## src/rtl/ras_restore_q.sv

```systemverilog
// rtl/ras_restore_q.sv - in-order RAS checkpoint queue with mispredict restore and squash
module ras_restore_q #(
   parameter  int DEPTH     = 16,
   parameter  int RAS_IDX_W = 3,
   parameter  int RAS_CNT_W = 4,
   localparam int PTR_W     = $clog2(DEPTH)
) (
   input  logic                 CLK,
   input  logic                 RST,
   input  logic                 enq_valid,
   input  logic [RAS_IDX_W-1:0] enq_ras_idx,
   input  logic [RAS_CNT_W-1:0] enq_ras_cnt,
   output logic                 enq_ready,
   output logic [PTR_W-1:0]     enq_tag,
   input  logic                 deq_valid,
   input  logic                 restore_valid,
   input  logic [PTR_W-1:0]     restore_tag,
   input  logic                 flush_valid,
   output logic                 update_valid,
   output logic [RAS_IDX_W-1:0] update_ras_idx,
   output logic [RAS_CNT_W-1:0] update_ras_cnt,
   output logic [PTR_W:0]       occupancy,
   output logic                 err_sticky
);

   localparam logic [PTR_W:0] PTR_ONE = 1;

   logic [PTR_W:0]         head_q, head_d, tail_q, tail_d;
   logic [RAS_IDX_W-1:0]   idx_q [DEPTH];
   logic [RAS_CNT_W-1:0]   cnt_q [DEPTH];
   logic                   upd_v_q, upd_v_d;
   logic [RAS_IDX_W-1:0]   upd_idx_q, upd_idx_d;
   logic [RAS_CNT_W-1:0]   upd_cnt_q, upd_cnt_d;
   logic                   err_q, err_d;

   logic                   empty, full, enq_fire, rs_legal;
   logic [PTR_W-1:0]       rs_dist;
   logic [PTR_W:0]         occ, rs_ptr;

   assign occ      = tail_q - head_q;
   assign empty    = (head_q == tail_q);
   assign full     = (head_q[PTR_W-1:0] == tail_q[PTR_W-1:0]) && (head_q[PTR_W] != tail_q[PTR_W]);
   assign enq_fire = enq_valid & enq_ready;

   // Distance from head decides liveness; rebuilding from head restores the tag's wrap bit.
   assign rs_dist  = restore_tag - head_q[PTR_W-1:0];
   assign rs_legal = ({1'b0, rs_dist} < occ);
   assign rs_ptr   = head_q + {1'b0, rs_dist};

   assign enq_ready      = ~full & ~restore_valid & ~flush_valid;
   assign enq_tag        = tail_q[PTR_W-1:0];
   assign occupancy      = occ;
   assign update_valid   = upd_v_q;
   assign update_ras_idx = upd_idx_q;
   assign update_ras_cnt = upd_cnt_q;
   assign err_sticky     = err_q;

   always_comb begin
      head_d    = head_q;
      tail_d    = tail_q;
      upd_v_d   = 1'b0;
      upd_idx_d = upd_idx_q;
      upd_cnt_d = upd_cnt_q;
      err_d     = err_q;
      if (flush_valid) begin
         head_d = tail_q;
      end else begin
         if (deq_valid) begin
            if (empty) err_d  = 1'b1;
            else       head_d = head_q + PTR_ONE;
         end
         if (restore_valid) begin
            if (rs_legal) begin
               tail_d    = rs_ptr + PTR_ONE;
               upd_v_d   = 1'b1;
               upd_idx_d = idx_q[restore_tag];
               upd_cnt_d = cnt_q[restore_tag];
            end else begin
               err_d = 1'b1;
            end
         end
         if (enq_fire) tail_d = tail_q + PTR_ONE;
      end
   end

   always_ff @(posedge CLK or posedge RST) begin
      if (RST) begin
         head_q    <= '0;
         tail_q    <= '0;
         upd_v_q   <= 1'b0;
         upd_idx_q <= '0;
         upd_cnt_q <= '0;
         err_q     <= 1'b0;
      end else begin
         head_q    <= head_d;
         tail_q    <= tail_d;
         upd_v_q   <= upd_v_d;
         upd_idx_q <= upd_idx_d;
         upd_cnt_q <= upd_cnt_d;
         err_q     <= err_d;
      end
   end

   always_ff @(posedge CLK or posedge RST) begin
      if (RST) begin
         for (int i = 0; i < DEPTH; i++) begin
            idx_q[i] <= '0;
            cnt_q[i] <= '0;
         end
      end else if (enq_fire) begin
         idx_q[tail_q[PTR_W-1:0]] <= enq_ras_idx;
         cnt_q[tail_q[PTR_W-1:0]] <= enq_ras_cnt;
      end
   end

endmodule

```

## config.mk

```make
export PLATFORM = sky130hd
export DESIGN_NAME = ras_restore_q
export DESIGN_NICKNAME = d
export VERILOG_FILES = /design/src/rtl/ras_restore_q.sv
export SDC_FILE = /design/constraint.sdc
export NUM_CORES = 1
export LEC_CHECK = 0
export ABC_AREA = 1
export CORE_MARGIN = 2
export CORE_UTILIZATION = 55
export DETAILED_ROUTE_END_ITERATION = 8
export GPL_TIMING_DRIVEN = 0
export PLACE_DENSITY = 0.78
export SLEW_MARGIN = 10
export SYNTH_ARGS = -nofsm -noshare
export SYNTH_HDL_FRONTEND = slang
export SYNTH_SLANG_ARGS = --single-unit
```

## constraint.sdc

```tcl
create_clock -name CLK -period 5.1 [get_ports CLK]
set_input_delay 0.51 -clock CLK [delete_from_list [all_inputs] [get_ports CLK]]
set_output_delay 0.51 -clock CLK [all_outputs]
set_load 0.02 [all_outputs]
```

==> impl_metrics.json <==
{
  "syn_area_per_cell_um2": 8.267,
  "cts_resized": 0,
  "num_vias": 5990,
  "cp-end-kind": "flip-flop",
  "synth.yosys.seq_area_share_pct": 47.10,
  "hold_violations": 0,
  "slowest_delay_ps": 540,
  "layout_common_cells": "nand2_1, dfrtp_1, o21a_1, nand3_1, a21oi_1",
  "die_y_um": 116.5,
  "yosys.area.top_type": "dfrtp_1",
  "grt_pass1_wl_um": 29320,
  "syn_inst": 842,
  "synth_warnings": 0,
  "nets": 934,
  "num_rows": 41,
  "cts_buffers": 17,
  "coreArea_um2": 12470,
  "vdd_drop_max_uv": 253.6,
  "rsz0062_at_grt": "false",
  "drive_above_1_share_pct": 9.802,
  "dr.pass1.iters": 5,
  "io_pins": 36,
  "worst_pin_slew_ps": 734.1,
  "yosys.area_share.simple_pct": 23.96,
  "maxSlewHeadroom_pct": 51.06,
  "cts_tree": "built",
  "start_util_pct": 55.84,
  "ff2ff_path_depth": 16,
  "status": "finished clean",
  "r2r-end": "update_ras_cnt[2]",
  "first_iter_violations": 564,
  "cts_buffer_depth": 2,
  "ys_ff_latch": 131,
  "cpMaxStageDelayCell": "clkbuf_1",
  "ys_types": 33,
  "netlist.area_leader.share_pct": 47.10,
  "fillerInstances": 1077,
  "ctsRootBufferMaster": "clkbuf_16",
  "worstSetupPathDepth": 18,
  "syn_nets": 881,
  "synthAdderAreaFrac_pct": 4.278,
  "gp_congestion": 0.9664,
  "final.period_utilization_pct": 62.42,
  "grt_max_degree": 84,
  "antennaDiodeCount": 0,
  "antenna_found_initial": 0,
  "critPathKind": "in -> reg",
  "cp.arrival_ps": 3500,
  "crit_end": "update_ras_cnt[2]",
  "rr_startpoint": "tail_q[0]",
  "cpMostUsedCell": "nand2_1",
  "power.leakage_nw": 3.749,
  "postCtsSetupBuffers": 0,
  "wl_per_cell_um": 16.81,
  "track_usage_pct": 28.97,
  "die_area_um2": 13570,
  "fp.dieW_um": 116.5,
  "syn_to_final_growth_pct": 17.01,
  "drv_slew": 0,
  "tns_ps": 0,
  "cp_top_family": "buffers and inverters",
  "power_density_nw_per_um2": 612.7,
  "drc_errors": 0,
  "mostFrequentLayoutCell": "nand2_1",
  "max_clock_freq_ghz": 0.3141,
  "vias_per_cell": 5.546,
  "synth_compound_area_share_pct": 16.29,
  "finalSetupViolations": 0,
  "wl_um": 18160,
  "cp_cell_sequence": "clkbuf_1 > inv_2 > clkbuf_1 > ha_1 > inv_1 > fa_1 > ha_1 > o21ai_0 > nand2_1 > nand2_1 > nand2_1 > nand2_1 > nand2_1 > nand2_1 > nand2_1 > clkinv_1 > nand2_1 > nand2_1",
  "h-tree-depth": 4,
  "ys_top_cells_by_area": "dfrtp_1, nand2_1, o21a_1, nand3_1, ha_1",
  "hold_buffers": 0,
  "clock_latency_ps": 430,
  "synth_top_family_by_area": "simple AND/OR/NAND/NOR gates",
  "clk_pin_slew_worst_paths_ps": 60,
  "synth_mux_area_share_pct": 0,
  "layout_min_cycle_time_ps": 3183,
  "fin_total_pwr_mw": 4.990,
  "fin_skew_ps": 7.357,
  "grt_overflow": 0,
  "netlist_area_um2": 6960,
  "hold_class": "in -> reg",
  "critPathBufInv": 5,
  "crit_path_start": "restore_tag[0]",
  "cts.sinks": 131,
  "place_hpwl_um": 12850,
  "drv_cap": 0,
  "crit_required_ps": 5420,
  "reg2reg_slack_ps": 2330,
  "port_buffers": 33,
  "ant_nets": 0,
  "path_max_fanout": 11,
  "synthXorXnorAreaFrac_pct": 1.762,
  "fin_util_pct": 65.33,
  "startpoint_type": "input pin",
  "grt_pass1_vias": 5729
}
-- cells in the mapped netlist (all sizes together) --
| master | count |
|---|---|
| o31ai | 13 |
| nand4 | 2 |
| fa | 3 |
| inv | 42 |
| or2 | 1 |
| nand3b | 1 |
| nand3 | 49 |
| nand2 | 320 |
| nor2 | 15 |
| o21ai | 57 |
| a211oi | 1 |
| xor2 | 8 |
| clkbuf | 23 |
| xnor2 | 6 |
| o211ai | 1 |
| a21oi | 45 |
| ha | 19 |
| nor3 | 5 |
| dfrtp | 131 |
| buf | 30 |
| clkinv | 2 |
| o21a | 68 |
-- stage by stage --
| stage | worst slack, ps | cells | area [um2] | hold slack, ps |
|---|---|---|---|---|
| finish | 1917 | 1080 | 8144 | 409.9 |
| global route | 1634 | 1080 | 8144 | 435.7 |
| CTS | 1888 | 1080 | 8144 | 399.7 |
| detailed placement | 1469 | 1048 | 7538 | 455.1 |
| global placement | -770.8 | 1047 | 7506 | 454.3 |
| floorplan | 1092 | 842 | 6960 | 452.9 |
-- report_power, final --
part	switching (mW)	internal [mW]	leakage, nW
logic	1.07	0.882	1.76
clock network	0.495	0.772	0.290
registers	0.287	1.48	1.69
-- flip-flops by register name, indices dropped and copies added, names as in the netlist --
| signal | count |
|---|---|
| tail_q | 5 |
| idx_q | 48 |
| err_sticky | 1 |
| update_ras_cnt | 4 |
| update_ras_idx | 3 |
| head_q | 5 |
| update_valid | 1 |
| cnt_q | 64 |
-- cell families (layout without fill, tap and decap cells) --
| logic type | count (synthesis) | count (layout) |
|---|---|---|
| buffers and inverters | 97 | 163 |
| XOR/XNOR | 14 | 14 |
| flip-flops | 131 | 131 |
| AND/OR/NAND/NOR | 393 | 393 |
| adder cells (fa/ha/maj) | 22 | 22 |
| AO/OA/AOI/OAI | 185 | 185 |
-- how the worst min path moves through the flow --
stage | startpoint | slack (ps) | cells after the start | end
6_report | flush_valid | 410 | 2 | head_q[3]
3_5_place_dp | err_sticky | 460 | 1 | err_sticky
4_1_cts | flush_valid | 400 | 2 | head_q[3]
5_1_grt | flush_valid | 440 | 2 | head_q[3]
3_3_place_gp | err_sticky | 450 | 1 | err_sticky
2_1_floorplan | cnt_q[8] | 450 | 2 | cnt_q[8]
-- layout make-up --
class	count	area [um2]	share of cell area [%]
buffer	53	292.8	3.595
clock buffer	17	425.4	5.224
clock inverter	15	180.2	2.212
inverter	44	172.7	2.120
multi-input combinational	614	3222	39.56
sequential	131	3278	40.25
tap	172	215.2	2.642
timing repair buffer	34	357.8	4.394
-- metal layers --
metal  GRT usage (%)  vias to the layer above  share of wire, %
met2           45.12                      234                47
met4           12.94                        0               2.9
met3           6.642                       36               6.5
met1           38.98                     2875                44
li1                -                     2845                 -
met5               0                        -                 0
(Power assumes the default switching activity.)
